File: config.mk
export PLATFORM = sky130hd
export DESIGN_NAME = sa_act_skew_feeder
export DESIGN_NICKNAME = d
export VERILOG_FILES = /design/src/rtl/sa_act_skew_feeder.sv
export SDC_FILE = /design/constraint.sdc
export NUM_CORES = 1
export LEC_CHECK = 0
export ABC_CLOCK_PERIOD_IN_PS = 1500
export CAP_MARGIN = 5
export CORE_ASPECT_RATIO = 1.2
export CORE_MARGIN = 2
export CORE_UTILIZATION = 50
export DETAILED_ROUTE_END_ITERATION = 10
export PLACE_DENSITY = 0.75
export SLEW_MARGIN = 20
export SYNTH_ARGS = -nofsm -noshare
export SYNTH_HDL_FRONTEND = slang
export SYNTH_SLANG_ARGS = --single-unit
File: constraint.sdc
create_clock -name clk -period 1.5 [get_ports clk]
set_input_delay 0.3 -clock clk [delete_from_list [all_inputs] [get_ports clk]]
set_output_delay 0.3 -clock clk [all_outputs]
set_load 0.01 [all_outputs]
File: src/rtl/sa_act_skew_feeder.sv
// West-edge activation feeder: skews each accepted column diagonally across the
// array rows, then injects zero columns to drain the array and pulses done.

module sa_skew_lane #(
  parameter int DEPTH  = 1,
  parameter int DATA_W = 8
) (
  input  logic              clk,
  input  logic              rst_n,
  input  logic              adv_i,
  input  logic              clr_i,
  input  logic [DATA_W-1:0] din_i,
  output logic [DATA_W-1:0] dout_o
);
  logic [DEPTH-1:0][DATA_W-1:0] sr_q;

  always_ff @(posedge clk or negedge rst_n) begin
    if (!rst_n) begin
      sr_q <= '0;
    end else if (clr_i) begin
      sr_q <= '0;
    end else if (adv_i) begin
      sr_q[0] <= din_i;
      for (int i = 1; i < DEPTH; i++) sr_q[i] <= sr_q[i-1];
    end
  end

  assign dout_o = sr_q[DEPTH-1];
endmodule

module sa_act_skew_feeder #(
  parameter int ROWS         = 8,
  parameter int DATA_W       = 8,
  parameter int DRAIN_CYCLES = 24
) (
  input  logic                   clk,
  input  logic                   rst_n,
  input  logic                   start,
  input  logic                   abort,
  input  logic                   stall,
  input  logic                   s_valid,
  output logic                   s_ready,
  input  logic                   s_last,
  input  logic [ROWS*DATA_W-1:0] s_data,
  output logic [ROWS*DATA_W-1:0] pe_pixel,
  output logic                   pe_enable,
  output logic                   pe_reset_psum,
  output logic                   busy,
  output logic                   done
);
  localparam int CNT_W = (DRAIN_CYCLES > 1) ? $clog2(DRAIN_CYCLES) : 1;
  localparam logic [1:0] S_IDLE   = 2'd0;
  localparam logic [1:0] S_STREAM = 2'd1;
  localparam logic [1:0] S_DRAIN  = 2'd2;

  logic [1:0]       state_q, state_d;
  logic [CNT_W-1:0] cnt_q, cnt_d;
  logic             rst_psum_q, rst_psum_d;
  logic             done_q, done_d;
  logic             in_stream, in_drain, adv, last_adv;

  logic [ROWS-1:0][DATA_W-1:0] s_lanes, head, tail;

  assign in_stream = (state_q == S_STREAM);
  assign in_drain  = (state_q == S_DRAIN);
  // Bubbles and stalls freeze every lane together, so columns stay aligned by advance count.
  assign adv       = (in_stream & s_valid & ~stall) | (in_drain & ~stall);
  assign last_adv  = in_drain & adv & (cnt_q == CNT_W'(DRAIN_CYCLES - 1));

  always_comb begin
    state_d    = state_q;
    cnt_d      = cnt_q;
    rst_psum_d = 1'b0;
    done_d     = 1'b0;
    if (abort) begin
      state_d = S_IDLE;
      cnt_d   = '0;
    end else begin
      case (state_q)
        S_IDLE: if (start) begin
          state_d    = S_STREAM;
          rst_psum_d = 1'b1;
        end
        S_STREAM: if (adv && s_last) begin
          state_d = S_DRAIN;
          cnt_d   = '0;
        end
        S_DRAIN: if (adv) begin
          if (last_adv) begin
            state_d = S_IDLE;
            cnt_d   = '0;
            done_d  = 1'b1;
          end else begin
            cnt_d = cnt_q + 1'b1;
          end
        end
        default: state_d = S_IDLE;
      endcase
    end
  end

  always_ff @(posedge clk or negedge rst_n) begin
    if (!rst_n) begin
      state_q    <= S_IDLE;
      cnt_q      <= '0;
      rst_psum_q <= 1'b0;
      done_q     <= 1'b0;
    end else begin
      state_q    <= state_d;
      cnt_q      <= cnt_d;
      rst_psum_q <= rst_psum_d;
      done_q     <= done_d;
    end
  end

  assign s_lanes = s_data;

  for (genvar r = 0; r < ROWS; r++) begin : g_lane
    assign head[r] = in_stream ? s_lanes[r] : '0;
    sa_skew_lane #(.DEPTH(r + 1), .DATA_W(DATA_W)) u_lane (
      .clk    (clk),
      .rst_n  (rst_n),
      .adv_i  (adv),
      .clr_i  (abort),
      .din_i  (head[r]),
      .dout_o (tail[r])
    );
  end

  assign pe_pixel      = tail;
  assign s_ready       = in_stream & ~stall;
  assign pe_enable     = adv;
  assign pe_reset_psum = rst_psum_q;
  assign busy          = (state_q != S_IDLE);
  assign done          = done_q;
endmodule

======== Word-level counts from Yosys, hierarchy flattened ========
Cells that the tools add are included.
word-level totals
  bits in registers ....................... 297
  bits of input ports ..................... 71
  output and inout port bits .............. 69
  logic and storage cells ................. 105
cells by class
  $add $sub $neg .......................... 1
  eq/ne operators ......................... 7
  multiplexer cells ....................... 42
  bitwise gates (word level) .............. 8
  reduce and logical (&&, ||, !) cells .... 7
operators with widths
  cell                                                   count
  2-to-1 mux 64 bit                                      2
  2-to-1 mux 56 bit                                      2
  2-to-1 mux 48 bit                                      2
  2-to-1 mux 40 bit                                      2
  2-to-1 mux 8 bit                                       10
  2-to-1 mux 32 bit                                      2
  2-to-1 mux 24 bit                                      2
  2-to-1 mux 16 bit                                      2
  2-to-1 mux 5 bit                                       4
  2-to-1 mux 2 bit                                       5
  one-hot mux 5 bit (2 select lines)                     1
  inequality test 3 x 2 -> 1 bit, second input constant  3
  2-to-1 mux 1 bit                                       7
  AND 1 bit                                              6
  one-hot mux 2 bit (3 select lines)                     1
  adder 5 x 1 -> 5 bit, second input constant            1
  equality test 5 bit, second input constant             1
  AND reduction 4 bit                                    1
  nonzero test 2 bit                                     2
  inequality test 3 bit, second input constant           1
  AND reduction 3 bit                                    1
  nonzero test 3 bit                                     1
  equality test 2 x 1 -> 1 bit, second input constant    1
  equality test 2 bit, second input constant             1
  other kinds (4)                                        4

======== Logic depth before layout (Yosys ltp) ========
  depth in word-level cells ............... 10
  mapped depth ............................ 8
  depth with buffers taken out ............ 5

======== By module ========
A second synthesis with hierarchy kept.
second synthesis, totals
  cell total of the unflattened synthesis .. 1,109
  area total of the unflattened synthesis .. 13,272.7 um^2
modules (own cells, without submodules)
  module                            times used  cells each  area an instance (um^2)  seq. area each (um^2)
  sa_skew_lane at g_lane[7].u_lane  1           214         2,671.3                  1,601.5
  sa_skew_lane at g_lane[6].u_lane  1           188         2,354.8                  1,401.3
  sa_skew_lane at g_lane[5].u_lane  1           163         2,029.4                  1,201.2
  sa_skew_lane at g_lane[4].u_lane  1           137         1,717.9                  1,001.0
  sa_skew_lane at g_lane[3].u_lane  1           111         1,383.8                  800.8
  sa_skew_lane at g_lane[2].u_lane  1           85          1,049.8                  600.6
  sa_act_skew_feeder                1           125         1,019.7                  225.2
  sa_skew_lane at g_lane[1].u_lane  1           60          720.7                    400.4
  sa_skew_lane at g_lane[0].u_lane  1           26          325.3                    200.2

======== Least setup slack after synthesis ========
OpenSTA, ideal clock, no wires.
  kind .................................... flip-flop to output port
  from .................................... register state_q[0]
  to ...................................... output pe_enable
  arrival time ............................ 1.312 ns
  data required time ...................... 1.200 ns
  path slack .............................. -0.112 ns
  cell stages (with the launch flop) ...... 7
  path buffers ............................ 3
  cell sequence ........................... dfrtp_1 -> nand2b_1 -> a21o_1 -> buf_6 -> inv_4 -> buf_6 -> buf_2
between the ends
  cells in the longest elaborated chain, start to end .. 4
  elaborated cells on any way between the ends .. 6
  those cells by class .................... 2 x eq/ne; 4 x bitwise
ends and longest elaborated chain
  what                          line  text
  from (decl)                   56    logic [1:0] state_q, state_d;
  from (signal assigned)        109   state_q <= state_d;
  equality test 2 x 1 -> 1 bit  64    assign in_stream = (state_q == S_STREAM);
  AND 1 bit (2 in series)       67    assign adv = (in_stream & s_valid & ~stall) | (in_drain & ~stall);
  bitwise OR 1 bit (*)          67
  to (decl)                     46    output logic pe_enable,
Every way passes the cells marked *; elsewhere a longest branch is shown, timed or not.

======== Worst setup path in the final report ========
  from .................................... register state_q[1]
  to ...................................... output pe_enable
Same word-level chain as after synthesis.

==> impl_metrics.toml <==
[global_routing]
grt_max_degree = 115
grt_pass1_vias = 8989
grt_usage = 0.218
grt_overflow_total = 0
grt_pass1_wl_um = 45700
grt_antenna_before_repair = 1

[hold_path]
min_from = "abort"
hp-class = "in -> reg"
hold_path_end = "cnt_q[1]"
whs_path_depth = 3

[logic_synthesis]
async_reset_ff_frac = 1.00
syn_inst = 1255
synth_ff_type = "dfrtp_1"
syn_nets = 1327
syn_area_um2 = 12100
syn_avg_cell_area_um2 = 9.65
ys_seq_area_frac = 0.614
ys_ff_latch = 297
yosysWarnings = 0
ys_types = 31
synth_enable_flop_cells = 0
post-synth-top-area-cell = "dfrtp_1"
post-synth-top-area-fraction = 0.614
ys_top_cells_by_area = "dfrtp_1, nand2_1, a21oi_1"

[routing]
vias = 8984
viasPerCell = 5.31
drtPass1Iterations = 5
post_drt_wl_per_cell_um = 16.6
drtAntennaViolNets = 0
drt-total-wl_um = 28100
drcViolationCount = 0
drt-initial-drc-count = 616

[die]
core_um2 = 23900
die_h_um = 174
io_pins = 140
initial_utilization = 0.507
die_area_um2 = 25500
chipWidth_um = 146
rows = 62

[worst_setup_path]
r2r_setup_slack_ns = -0.31
endpoint_kind = "output pin"
reg2reg_depth = 9
crit_type = "reg -> out"
r2r-end = "g_lane[7].u_lane.sr_q[39]"
cp_data_required_time_ns = 1.20
arrival_ns = 1.56
startpoint = "state_q[1]"
crit_fanout = 4
critPathLaunchType = "flop"
r2r_start = "state_q[1]"

[power]
vdd_drop_max_v = 0.000890
p_leak_uw = 0.00649
powerDensity_nw_per_um2 = 1090

[timing]
finalWorstPathRequiredPeriod_ns = 1.86
setup_viol = 355
max_clock_freq_mhz = 538
rsz0062_at_grt = "yes"
setup_tns_ns = -85.11
hold_viol_final = 0
skew_ns = 0.00674
period_share = 1.24
setup_ws_ns = -0.359
tightestPinTransition_ns = 0.588
relSlewSlack = 0.608
maxSlewViolCount = 0

[cts]
cts_max_level = 1
cts_root_buffer = "clkbuf_16"
cts_tree = "built"
path_clk_slew_ns = 0.06
numCtsBuffers = 30
clock-sinks = 297
clockBufferDepth = 3
clk_latency_ns = 0.55

[placement]
place_congestion = 0.768
dp_hpwl_um = 14400
post-place-ws_ns = -0.756
placedCellCount = 1605
port_buffers = 139

[layout]
fin_util = 0.641
nNetsFinal = 1423
diodes = 0
final_cells = 1692
area_growth_pct = 26.4
drive_above_1_share = 0.121

[run_status]
run_status = "complete, but fails checks"
violations = "negative setup slack"

[run]
max-cap-violations = 0
==> repair_timing <==
item	4_1_cts	5_1_grt
hold endpoints to repair	208	0
gates resized for setup	64	29
pin swaps	2	1
hold buffers	1	0
buffers inserted	7	8
endpoints found under the setup margin	360	358
cloned	16	3
==> cells by family after synthesis <==
group / after synthesis / synth area share
AOI/OAI and AO/OA: 300 / 0.141
adders and majority gates: 1 / 0.00103
buffers and inverters: 151 / 0.0808
DFF: 297 / 0.614
and+or+nand+nor: 506 / 0.163
==> placed cells by master (no fill, tap or decap), types with 3 or more instances in the layout <==
cell and instances:
buf_6 7, dfrtp_1 297, clkbuf_16 34, o21ai_1 6
buf_2 6, a21oi_2 24, clkinv_2 6, o21ai_0 11
nand3_1 15, buf_12 16, nand2_1 469, nand4b_1 3
nor2_1 4, clkdlybuf4s15_2 3, clkbuf_1 6, clkbuf_8 6
nor2b_1 3, buf_4 28, a22o_1 51, buf_16 15
bufbuf_16 6, a21oi_1 202, clkdlybuf4s50_1 126
==> cell type report <==
class                   instances  area, um2
clock buffers                  43        881
clock inverters                10        105
fillers                      1873       8590
inverters                       3       18.8
multi-input cells             807       3820
flip-flops and latches        297       7430
well taps                     320        400
repair buffers                212       2640
==> where the power goes <==
| group | total (uW) | internal [uW] | switching, uW | leakage [uW] |
|---|---|---|---|---|
| clock | 7380 | 4390 | 2990 | 0.000484 |
| combinational | 1180 | 530 | 649 | 0.00187 |
| sequential | 8100 | 8060 | 32.7 | 0.00414 |
| total | 16700 | 13000 | 3670 | 0.00649 |
==> cells in the mapped netlist (3+ instances only) <==
cell / count
nand2_1: 469
dfrtp_1: 297
a21oi_1: 226
buf_4: 57
a22o_1: 51
clkbuf_1: 40
buf_2: 30
buf_6: 21
nand3_1: 15
o21ai_0: 11
o21ai_1: 6
nor2_1: 5
nand4b_1: 3
nor2b_1: 3
==> critical path: stages (launching register included) <==
cell and delay (ns):
dfrtp_1 0.41, nand3b_1 0.21, a21o_4 0.25, inv_8 0.06, buf_6 0.09
==> worst max-delay path by stage <==
stage	end	cells after the start	slack, ns
after floorplan	pe_enable	6	-0.04
after global placement	g_lane[5].u_lane.dout_o[1]	7	-0.68
after detailed placement	g_lane[7].u_lane.dout_o[0]	7	-0.76
after CTS	pe_enable	4	-0.38
after global routing	pe_enable	4	-0.43
final	pe_enable	4	-0.36
==> metrics by stage <==
step,hold slack (ns),power (uW),area (um2)
6_report,0.106,16700,15300
5_1_grt,0.125,17200,15300
4_1_cts,0.0922,16700,15000
3_5_place_dp,0.193,9170,13400
3_3_place_gp,0.187,9160,13400
2_1_floorplan,0.00441,8630,12100
==> routing by layer <==
metal	GRT usage	wire length, um
met4	0.0635	687
met5	0	0
met1	0.286	11600
met3	0.0386	1500
met2	0.374	14300
==> state kept, by name, summed over array words and instances, names as in the netlist <==
register	flops
g_lane.u_lane.sr_q	224
g_lane.u_lane.dout_o	64
cnt_q	5
state_q	2
done	1
pe_reset_psum	1
Note: power is estimated with default switching activity, not from simulation.
